===== src/rtl/vm_pkg.sv =====
// Shared types and constants for the parametrised vending machine.
//   state_t   : FSM state encoding (IDLE, COLLECT, VEND, CHANGE)
//   COIN_*    : two-bit coin codes used on the coin strobe and change output
package vm_pkg;

  typedef enum logic [1:0] {
    ST_IDLE    = 2'd0,
    ST_COLLECT = 2'd1,
    ST_VEND    = 2'd2,
    ST_CHANGE  = 2'd3
  } state_t;

  localparam logic [1:0] COIN_NONE = 2'b00;
  localparam logic [1:0] COIN_1    = 2'b01;
  localparam logic [1:0] COIN_2    = 2'b10;
  localparam logic [1:0] COIN_3    = 2'b11;

endpackage : vm_pkg


===== src/rtl/vending_machine_param_if.sv =====
// Bus between the vending FSM, the coin-acceptor front end and the
// dispenser/change-hopper controllers.
//   coin       : coin strobe, one cycle, 00 = no coin
//   cancel     : one-cycle refund request
//   coin_ready : machine accepts coins this cycle
//   coin_rej   : presented coin is rejected (combinational)
//   sell       : one-cycle vend pulse
//   chg_valid  : a change coin is presented
//   chg_coin   : code of the presented change coin, 00 when idle
//   chg_ready  : hopper accepts the presented change coin
// Modports: slave = vending machine, master = the surrounding system.
interface vending_machine_param_if;

  logic [1:0] coin;
  logic       cancel;
  logic       coin_ready;
  logic       coin_rej;
  logic       sell;
  logic       chg_valid;
  logic [1:0] chg_coin;
  logic       chg_ready;

  modport slave (
    input  coin, cancel, chg_ready,
    output coin_ready, coin_rej, sell, chg_valid, chg_coin
  );

  modport master (
    output coin, cancel, chg_ready,
    input  coin_ready, coin_rej, sell, chg_valid, chg_coin
  );

endinterface : vending_machine_param_if


===== src/rtl/vm_change_sel.sv =====
// Greedy change selector, purely combinational.
//   i_credit : credit still owed
//   o_code   : largest coin code whose value is <= i_credit (00 if credit is 0)
//   o_value  : credit value of o_code
module vm_change_sel
  import vm_pkg::*;
#(
  parameter int unsigned VAL1     = 1,
  parameter int unsigned VAL2     = 2,
  parameter int unsigned VAL3     = 10,
  parameter int unsigned CREDIT_W = 5
) (
  input  logic [CREDIT_W-1:0] i_credit,
  output logic [1:0]          o_code,
  output logic [CREDIT_W-1:0] o_value
);

  localparam logic [CREDIT_W-1:0] LP_V1 = CREDIT_W'(VAL1);
  localparam logic [CREDIT_W-1:0] LP_V2 = CREDIT_W'(VAL2);
  localparam logic [CREDIT_W-1:0] LP_V3 = CREDIT_W'(VAL3);

  always_comb begin
    o_code  = COIN_NONE;
    o_value = '0;
    if (i_credit >= LP_V3) begin
      o_code  = COIN_3;
      o_value = LP_V3;
    end else if (i_credit >= LP_V2) begin
      o_code  = COIN_2;
      o_value = LP_V2;
    end else if (i_credit >= LP_V1) begin
      o_code  = COIN_1;
      o_value = LP_V1;
    end
  end

endmodule : vm_change_sel


===== src/rtl/vending_machine_param.sv =====
// Parametrised vending FSM: accumulates credit from three coin
// denominations, pulses sell once per vend, pays out overpayment or a
// cancelled credit as a stream of greedy change coins over valid/ready.
//   clk : rising-edge clock
//   rst : synchronous active-high reset
//   bus : vending_machine_param_if.slave (coin/cancel in, sell and change out)
// Registers are only the FSM state and the credit; sell/chg_* are decoded
// from them, coin_rej is the only combinational output.
module vending_machine_param
  import vm_pkg::*;
#(
  parameter int unsigned PRICE    = 3,
  parameter int unsigned VAL1     = 1,
  parameter int unsigned VAL2     = 2,
  parameter int unsigned VAL3     = 10,
  parameter int unsigned CREDIT_W = 5
) (
  input  logic                          clk,
  input  logic                          rst,
  vending_machine_param_if.slave        bus
);

  localparam logic [CREDIT_W-1:0] LP_V1      = CREDIT_W'(VAL1);
  localparam logic [CREDIT_W-1:0] LP_V2      = CREDIT_W'(VAL2);
  localparam logic [CREDIT_W-1:0] LP_V3      = CREDIT_W'(VAL3);
  localparam logic [CREDIT_W-1:0] LP_PRICE   = CREDIT_W'(PRICE);
  localparam logic [CREDIT_W:0]   LP_PRICE_X = (CREDIT_W + 1)'(PRICE);

  state_t              r_state;
  logic [CREDIT_W-1:0] r_credit;

  logic [CREDIT_W-1:0] w_coin_val;
  logic [CREDIT_W:0]   w_sum;
  logic                w_reach_price;
  logic [CREDIT_W-1:0] w_after_vend;
  logic [1:0]          w_chg_code;
  logic [CREDIT_W-1:0] w_chg_val;
  logic [CREDIT_W-1:0] w_after_chg;

  always_comb begin
    w_coin_val = '0;
    case (bus.coin)
      COIN_1:  w_coin_val = LP_V1;
      COIN_2:  w_coin_val = LP_V2;
      COIN_3:  w_coin_val = LP_V3;
      default: w_coin_val = '0;
    endcase
  end

  // One extra bit so the price compare cannot be fooled by wrap-around.
  // In IDLE the credit is zero, so the same sum serves both IDLE and COLLECT.
  assign w_sum         = {1'b0, r_credit} + {1'b0, w_coin_val};
  assign w_reach_price = (w_sum >= LP_PRICE_X);
  assign w_after_vend  = r_credit - LP_PRICE;
  assign w_after_chg   = r_credit - w_chg_val;

  vm_change_sel #(
    .VAL1     (VAL1),
    .VAL2     (VAL2),
    .VAL3     (VAL3),
    .CREDIT_W (CREDIT_W)
  ) u_change_sel (
    .i_credit (r_credit),
    .o_code   (w_chg_code),
    .o_value  (w_chg_val)
  );

  always_ff @(posedge clk) begin
    if (rst) begin
      r_state  <= ST_IDLE;
      r_credit <= '0;
    end else begin
      case (r_state)
        ST_IDLE: begin
          if (bus.coin != COIN_NONE) begin
            r_credit <= w_sum[CREDIT_W-1:0];
            r_state  <= w_reach_price ? ST_VEND : ST_COLLECT;
          end
        end
        ST_COLLECT: begin
          // The coin is added before cancel is considered, so a same-cycle
          // coin is part of the refund and cancel overrides VEND.
          r_credit <= w_sum[CREDIT_W-1:0];
          if (bus.cancel) begin
            r_state <= ST_CHANGE;
          end else if (w_reach_price) begin
            r_state <= ST_VEND;
          end
        end
        ST_VEND: begin
          r_credit <= w_after_vend;
          r_state  <= (w_after_vend != '0) ? ST_CHANGE : ST_IDLE;
        end
        ST_CHANGE: begin
          if (bus.chg_ready) begin
            r_credit <= w_after_chg;
            if (w_after_chg == '0) begin
              r_state <= ST_IDLE;
            end
          end
        end
        default: begin
          r_state  <= ST_IDLE;
          r_credit <= '0;
        end
      endcase
    end
  end

  assign bus.coin_ready = (r_state == ST_IDLE) || (r_state == ST_COLLECT);
  assign bus.coin_rej   = (bus.coin != COIN_NONE) && !bus.coin_ready;
  assign bus.sell       = (r_state == ST_VEND);
  assign bus.chg_valid  = (r_state == ST_CHANGE);
  assign bus.chg_coin   = (r_state == ST_CHANGE) ? w_chg_code : COIN_NONE;

endmodule : vending_machine_param

===== src/flat_wrapper.sv =====
// flat-port wrapper written by rule: the top's interface ports become plain ports
module vending_machine_param_flat import vm_pkg::*;
#(
  parameter int unsigned PRICE    = 3,
  parameter int unsigned VAL1     = 1,
  parameter int unsigned VAL2     = 2,
  parameter int unsigned VAL3     = 10,
  parameter int unsigned CREDIT_W = 5
)
  (clk, rst, bus_coin, bus_cancel, bus_chg_ready, bus_coin_ready, bus_coin_rej, bus_sell, bus_chg_valid, bus_chg_coin);
  vending_machine_param_if bus_i ();
  input  logic clk;
  input  logic rst;
  input wire logic [$bits(bus_i.coin)-1:0] bus_coin;
  input wire logic [$bits(bus_i.cancel)-1:0] bus_cancel;
  input wire logic [$bits(bus_i.chg_ready)-1:0] bus_chg_ready;
  output wire logic [$bits(bus_i.coin_ready)-1:0] bus_coin_ready;
  output wire logic [$bits(bus_i.coin_rej)-1:0] bus_coin_rej;
  output wire logic [$bits(bus_i.sell)-1:0] bus_sell;
  output wire logic [$bits(bus_i.chg_valid)-1:0] bus_chg_valid;
  output wire logic [$bits(bus_i.chg_coin)-1:0] bus_chg_coin;
  assign bus_i.coin = bus_coin;
  assign bus_i.cancel = bus_cancel;
  assign bus_i.chg_ready = bus_chg_ready;
  assign bus_coin_ready = bus_i.coin_ready;
  assign bus_coin_rej = bus_i.coin_rej;
  assign bus_sell = bus_i.sell;
  assign bus_chg_valid = bus_i.chg_valid;
  assign bus_chg_coin = bus_i.chg_coin;
  vending_machine_param #(.PRICE(PRICE), .VAL1(VAL1), .VAL2(VAL2), .VAL3(VAL3), .CREDIT_W(CREDIT_W)) u_core (.clk(clk), .rst(rst), .bus(bus_i));
endmodule

===== config.mk =====
export PLATFORM = sky130hd
export DESIGN_NAME = vending_machine_param_flat
export DESIGN_NICKNAME = d
export VERILOG_FILES = /design/src/rtl/vm_pkg.sv /design/src/rtl/vending_machine_param_if.sv /design/src/rtl/vm_change_sel.sv /design/src/rtl/vending_machine_param.sv /design/src/flat_wrapper.sv
export SDC_FILE = /design/constraint.sdc
export NUM_CORES = 1
export LEC_CHECK = 0
export ABC_AREA = 1
export BUFFER_PORTS_ARGS = -buffer_cell sky130_fd_sc_hd__buf_2
export CAP_MARGIN = 40
export CORE_MARGIN = 5
export CORE_UTILIZATION = 57
export DETAILED_ROUTE_END_ITERATION = 8
export HOLD_SLACK_MARGIN = 0.06
export PLACE_DENSITY = 0.79
export SYNTH_ARGS = -nofsm -noshare
export SYNTH_HDL_FRONTEND = slang
export SYNTH_SLANG_ARGS = --single-unit

===== constraint.sdc =====
create_clock -name clk -period 3 [get_ports clk]
set_input_delay 0.45 -clock clk [delete_from_list [all_inputs] [get_ports clk]]
set_output_delay 0.45 -clock clk [all_outputs]
set_load 0.02 [all_outputs]

# Word level (Yosys, flattened, before mapping)

Cells that the tools add are included.
W data, S select, Z words.

Register bits: 7
Latch bits: 0
Bits in writable memories: 0
Memory bits (read-only): 0
Input bits: 6
Output and inout port bits: 6
Memories: 0

$add $sub $neg: 3
Multipliers: 0
Div/mod/pow operators: 0
Order comparisons: 4
Equality and inequality tests: 10
Shift-type cells: 0
Muxes and demuxes: 19
Bitwise logic cells: 0
Reduce and logical (&&, ||, !) cells: 9

Operator list:

| operator              | count |
|---|---|
| $mux W2               | 11 |
| $pmux W5 S4           | 1 |
| $pmux W4 S3           | 1 |
| $mux W5               | 2 |
| $eq A2 B2 Y1 const B  | 4 |
| $pmux W2 S4           | 1 |
| $add A5 B4 Y6         | 1 |
| $ge A6 B2 Y1 const B  | 1 |
| $ge A5 B1 Y1 const B  | 1 |
| $ge A5 B2 Y1 const B  | 1 |
| $ge A5 B4 Y1 const B  | 1 |
| $logic_not A5 Y1      | 1 |
| $reduce_bool A5 Y1    | 1 |
| $sub A5 B2 Y5 const B | 1 |
| $sub A5 B4 Y5         | 1 |
| $eq A2 B1 Y1 const B  | 2 |
| $mux W4               | 1 |
| $ne A2 B2 Y1 const B  | 2 |
| $reduce_and A4 Y1     | 1 |
| $ne A3 B2 Y1 const B  | 1 |
| $logic_not A2 Y1      | 1 |
| $mux W1               | 2 |
| $ne A2 B1 Y1 const B  | 1 |
| $reduce_and A2 Y1     | 1 |
| other kinds (4)       | 4 |

# Longest topological paths before layout

Depth after elaboration: 9
Gate-level depth with buffers: 19
Depth with buffers taken out: 19

# Hierarchy

Synthesis repeated with hierarchy kept, for this count alone.

Cells, all modules: 162
Area total of the unflattened synthesis: 1006.0 µm²

Modules (own cells, without submodules):

| module                | times used | cells an instance | area an instance (µm²) | seq. area each (µm²) |
|---|---|---|---|---|
| vending_machine_param | 1          | 147               | 927.1                  | 140.1 |
| vm_change_sel         | 1          | 15                | 78.8                   | 0.0 |

# Least setup slack after synthesis

Ideal clock, no wire load.

Path type: register to register
From: reg u_core.r_credit[0]
To: reg u_core.r_state[1]
Setup time: 0.113 ns
Arrival time: 2.443 ns
Data required time: 2.887 ns
Path slack: 0.444 ns
Cell stages (with the launch flop): 17
Path buffers: 0
Period minus slack after synthesis: 2.556 ns
Path through: dfxtp_1 -> inv_1 -> ha_1 -> nor4_2 -> nand2_1 -> inv_1 -> ha_1 -> inv_1 -> fa_1 -> nand2_1 -> nand2_1 -> o21ai_0 -> nand3_1 -> nor2_1 -> nand2_1 -> nor2_1 -> nor2_1

Longest elaborated chain between the ends: 8
Elaborated cells on any way between the ends: 19
Those cells by class: add/sub: 3; order compare: 4; eq/ne: 2; mux: 7; reduce/logical: 3

RTL lines:

| element                            | line                        | text |
|---|---|---|
| start, declared                    | vending_machine_param.sv:30 | `logic [CREDIT_W-1:0] r_credit;` |
| start signal, assigned             | vending_machine_param.sv:76 | `r_credit <= w_sum[CREDIT_W-1:0];` |
| start signal, assigned             | vending_machine_param.sv:83 | `r_credit <= w_sum[CREDIT_W-1:0];` |
| start signal, assigned             | vending_machine_param.sv:91 | `r_credit <= w_after_vend;` |
| $ge A5 B1 Y1                       | vm_change_sel.sv:31         | `end else if (i_credit >= LP_V1) begin` |
| $mux W1                            | vm_change_sel.sv:31         |  |
| $mux W2                            | vm_change_sel.sv:28         | `end else if (i_credit >= LP_V2) begin` |
| $mux W4                            | vm_change_sel.sv:25         | `if (i_credit >= LP_V3) begin` |
| $sub A5 B4 Y5                      | vending_machine_param.sv:55 | `assign w_after_chg = r_credit - w_chg_val;` |
| $logic_not A5 Y1                   | vending_machine_param.sv:97 | `if (w_after_chg == '0) begin` |
| $ne A2 B1 Y1 (no source line)      | n/a                         |  |
| $reduce_and A4 Y1 (no source line) | n/a                         |  |
| end signal, assigned               | vending_machine_param.sv:77 | `r_state <= w_reach_price ? ST_VEND : ST_COLLECT;` |
| end signal, assigned               | vending_machine_param.sv:92 | `r_state <= (w_after_vend != '0) ? ST_CHANGE : ST_IDLE;` |
| end, declared                      | vending_machine_param.sv:29 | `state_t r_state;` |

Several ways; a longest one is shown, not always the timed one. The select of a mux whose other input is x is not followed.
A chain may end at the register's enable or synchronous reset.

# Final worst setup path

Ends and elaborated chain as after synthesis.

==> flow_summary.toml <==
[floorplan]
initial_utilization = 0.6169
fp.dieW_um = 50.85
rows = 14
pin_count = 12
die_h_um = 50.85
core-area_um2 = 1541
die-area_um2 = 2585

[critical_path]
end_kind = "flip-flop"
timing.rr.end = "u_core.r_state[1]"
reg2reg_slack_ns = 0.30
r2r_start = "u_core.r_credit[0]"
required_ns = 3.16
worst_ep_arrival_time_ns = 2.86
crit_type = "reg2reg"
reg2regPathDepth = 18
startpoint_type = "flip-flop"
crit_fanout = 7

[clock_network]
cts_tree = "done"
cts_resized = 0
insertion_delay_ns = 0.28
cts_sinks = 7
clk_pin_slew_ns = 0.06
clockRootBuffer = "clkbuf_4"
postCtsSetupRepairBufs = 0
clk_path_buf_depth = 2
ctsHoldBuffers = 0
cts_max_level = 1
numCtsBuffers = 3

[drt]
ant_nets = 0
drtPass1Iterations = 4
drc = 0
drt-total-wl_um = 2445
drt_iter0_markers = 67
vias = 1036
via_per_inst = 5.453
routedWlPerCell_um = 12.87

[sta]
slew_violations = 0
max_freq_mhz = 370.3
hold_viol = 0
tightest_slew_ns = 0.5180
period_share = 0.9002
final.setup.tns_ns = 0
setup_viol = 0
rsz0062_at_grt = "false"
fin_crit_ns = 2.700
maxSlewHeadroom = 0.6542
fin_skew_ns = 0.009730

[logic_synthesis]
syn_inst = 160
synth_top_cell_by_area = "nand2_1"
synth_area_um2 = 950.9
syn_nets = 178
synth-seq-cells = 7
ys_top_cells_by_area = "nand2_1, dfxtp_1, ha_1"
ys_seq_area_frac = 0.1474
yosysWarnings = 0
synth.top_cell.area_share = 0.1974
synth_cell_types = 27
synth.avg_cell_area_um2 = 5.943

[grt]
grt_pass1_vias = 925
antenna_found_initial = 0
grt.overflow.total = 0
grt_max_degree = 13
track_usage = 0.2026
grt_pass1_wl_um = 4084

[place]
port-buffer-count = 11
dpl.hpwl_um = 1928
place.gp.congestion = 0.9136
dpl-instance-area_um2 = 1021

[layout]
finalNetCount = 193
fin_util = 0.6794
num_antenna_cells = 0
layout_common_cells = "nand2_1, nor2_1, inv_1"
syn2layout_area_growth_pct = 10.13
drive_gt1_frac = 0.1609
fin_area_um2 = 1047
final_common_cell = "nand2_1"

[pwr]
pwr-share-comb = 0.727
netSwitchingFraction = 0.5645
p_leak_nw = 0.5932
p_int_mw = 0.5343
p_switching_mw = 0.6924
p_seq_frac = 0.194
power_density_nw_per_um2 = 1171
pwr-share-clk = 0.079
ir_worst_vdd_v = 0.0005067

[hold_path]
worstHoldEndpoint = "u_core.r_state[1]"
min_path_type = "in2reg"
worstHoldPathCells = 4
min_from = "rst"

[outcome]
outcome = "complete, no violations"

[flow_run]
cap_violations = 0
==> worst max-delay path by stage <==
stage / to / from / slack, ns / depth (start not counted)
global placement: u_core.r_state[1] / u_core.r_credit[0] / 0.47 / 18
global route: u_core.r_state[1] / u_core.r_credit[0] / 0.1 / 17
CTS: u_core.r_state[1] / u_core.r_credit[0] / 0.33 / 18
detailed placement: u_core.r_state[1] / u_core.r_credit[0] / 0.35 / 18
finish: u_core.r_state[1] / u_core.r_credit[0] / 0.30 / 18
floorplan: u_core.r_state[1] / u_core.r_credit[0] / 0.44 / 16
==> synthesized netlist by cell type <==
| cell | count |
|---|---|
| a21oi_1 | 5 |
| xor2_1 | 1 |
| xnor2_1 | 1 |
| a41oi_1 | 1 |
| nand3_1 | 12 |
| buf_6 | 1 |
| nand3b_1 | 1 |
| ha_1 | 10 |
| inv_1 | 20 |
| nor3_1 | 1 |
| nor2_2 | 4 |
| nand2_1 | 50 |
| nor4_2 | 1 |
| or2_2 | 2 |
| o31ai_1 | 1 |
| buf_2 | 1 |
| nor2_1 | 22 |
| nand2_2 | 2 |
| fa_1 | 2 |
| a211oi_1 | 2 |
| dfxtp_1 | 7 |
| o21ai_0 | 6 |
| clkbuf_1 | 1 |
| inv_2 | 2 |
| xnor2_2 | 1 |
| o21ai_1 | 1 |
| a31oi_1 | 2 |
==> power groups by stage <==
stage	Clock [mW]	Combinational [mW]	Sequential [mW]
after floorplan	0	0.704	0.196
after global placement	0	0.850	0.234
after detailed placement	0	0.877	0.235
after CTS	0.0958	0.881	0.234
after global routing	0.105	1.00	0.245
final	0.0963	0.892	0.238
==> per-layer routing <==
metal / vias up / wire [um] / GRT usage
met4: 0 / 37 / 0.1106
met1: 446 / 1010 / 0.2698
li1: 539 / - / -
met2: 48 / 1204 / 0.3161
met3: 3 / 193 / 0.02326
met5: - / 0 / 0
==> kinds of logic (layout without fill, tap and decap cells) <==
logic type / after synthesis / in the layout / share of synthesized area
AOI/OAI and AO/OA: 18 / 18 / 0.1092
xor gates and xnor gates: 3 / 3 / 0.03553
adders and majority gates: 12 / 12 / 0.1737
buffers and inverters: 25 / 39 / 0.1079
DFF: 7 / 7 / 0.1474
and+or+nand+nor: 95 / 95 / 0.4263
==> worst max-delay path, stage by stage (launching register included) <==
cell	delay (ns)
dfxtp_1	0.45
inv_1	0.13
ha_1	0.23
nor4_2	0.25
nand2_1	0.11
inv_1	0.07
ha_1	0.13
inv_1	0.05
fa_1	0.40
nand3_1	0.11
nand2_1	0.09
nand2_1	0.07
nand2_1	0.05
nor2_1	0.14
nor2_1	0.07
nand2_1	0.10
nand2_1	0.06
nand2_1	0.06
nor2_1	0.04
==> per-stage QoR <==
stage	worst slack (ns)	hold WS [ns]	std cells	total power, mW
after floorplan	0.4443	0.5821	160	0.9008
after global placement	0.4730	0.6108	186	1.084
after detailed placement	0.3477	0.6290	186	1.112
after CTS	0.3274	0.5113	190	1.211
after global routing	0.09695	0.5331	190	1.352
final	0.2995	0.5199	190	1.227
==> area by class of cell <==
type / count / area (um^2)
clock buffer: 4 / 26.28
timing repair buffer: 13 / 70.07
inverter: 22 / 82.58
multi-input combinational: 128 / 708.2
fill: 149 / 494.2
tap: 16 / 20.02
sequential: 7 / 140.1
==> flip-flops by register name, indices dropped and copies added, names as in the netlist <==
signal,flops
u_core.r_credit,5
u_core.r_state,2
(Power assumes the default switching activity.)
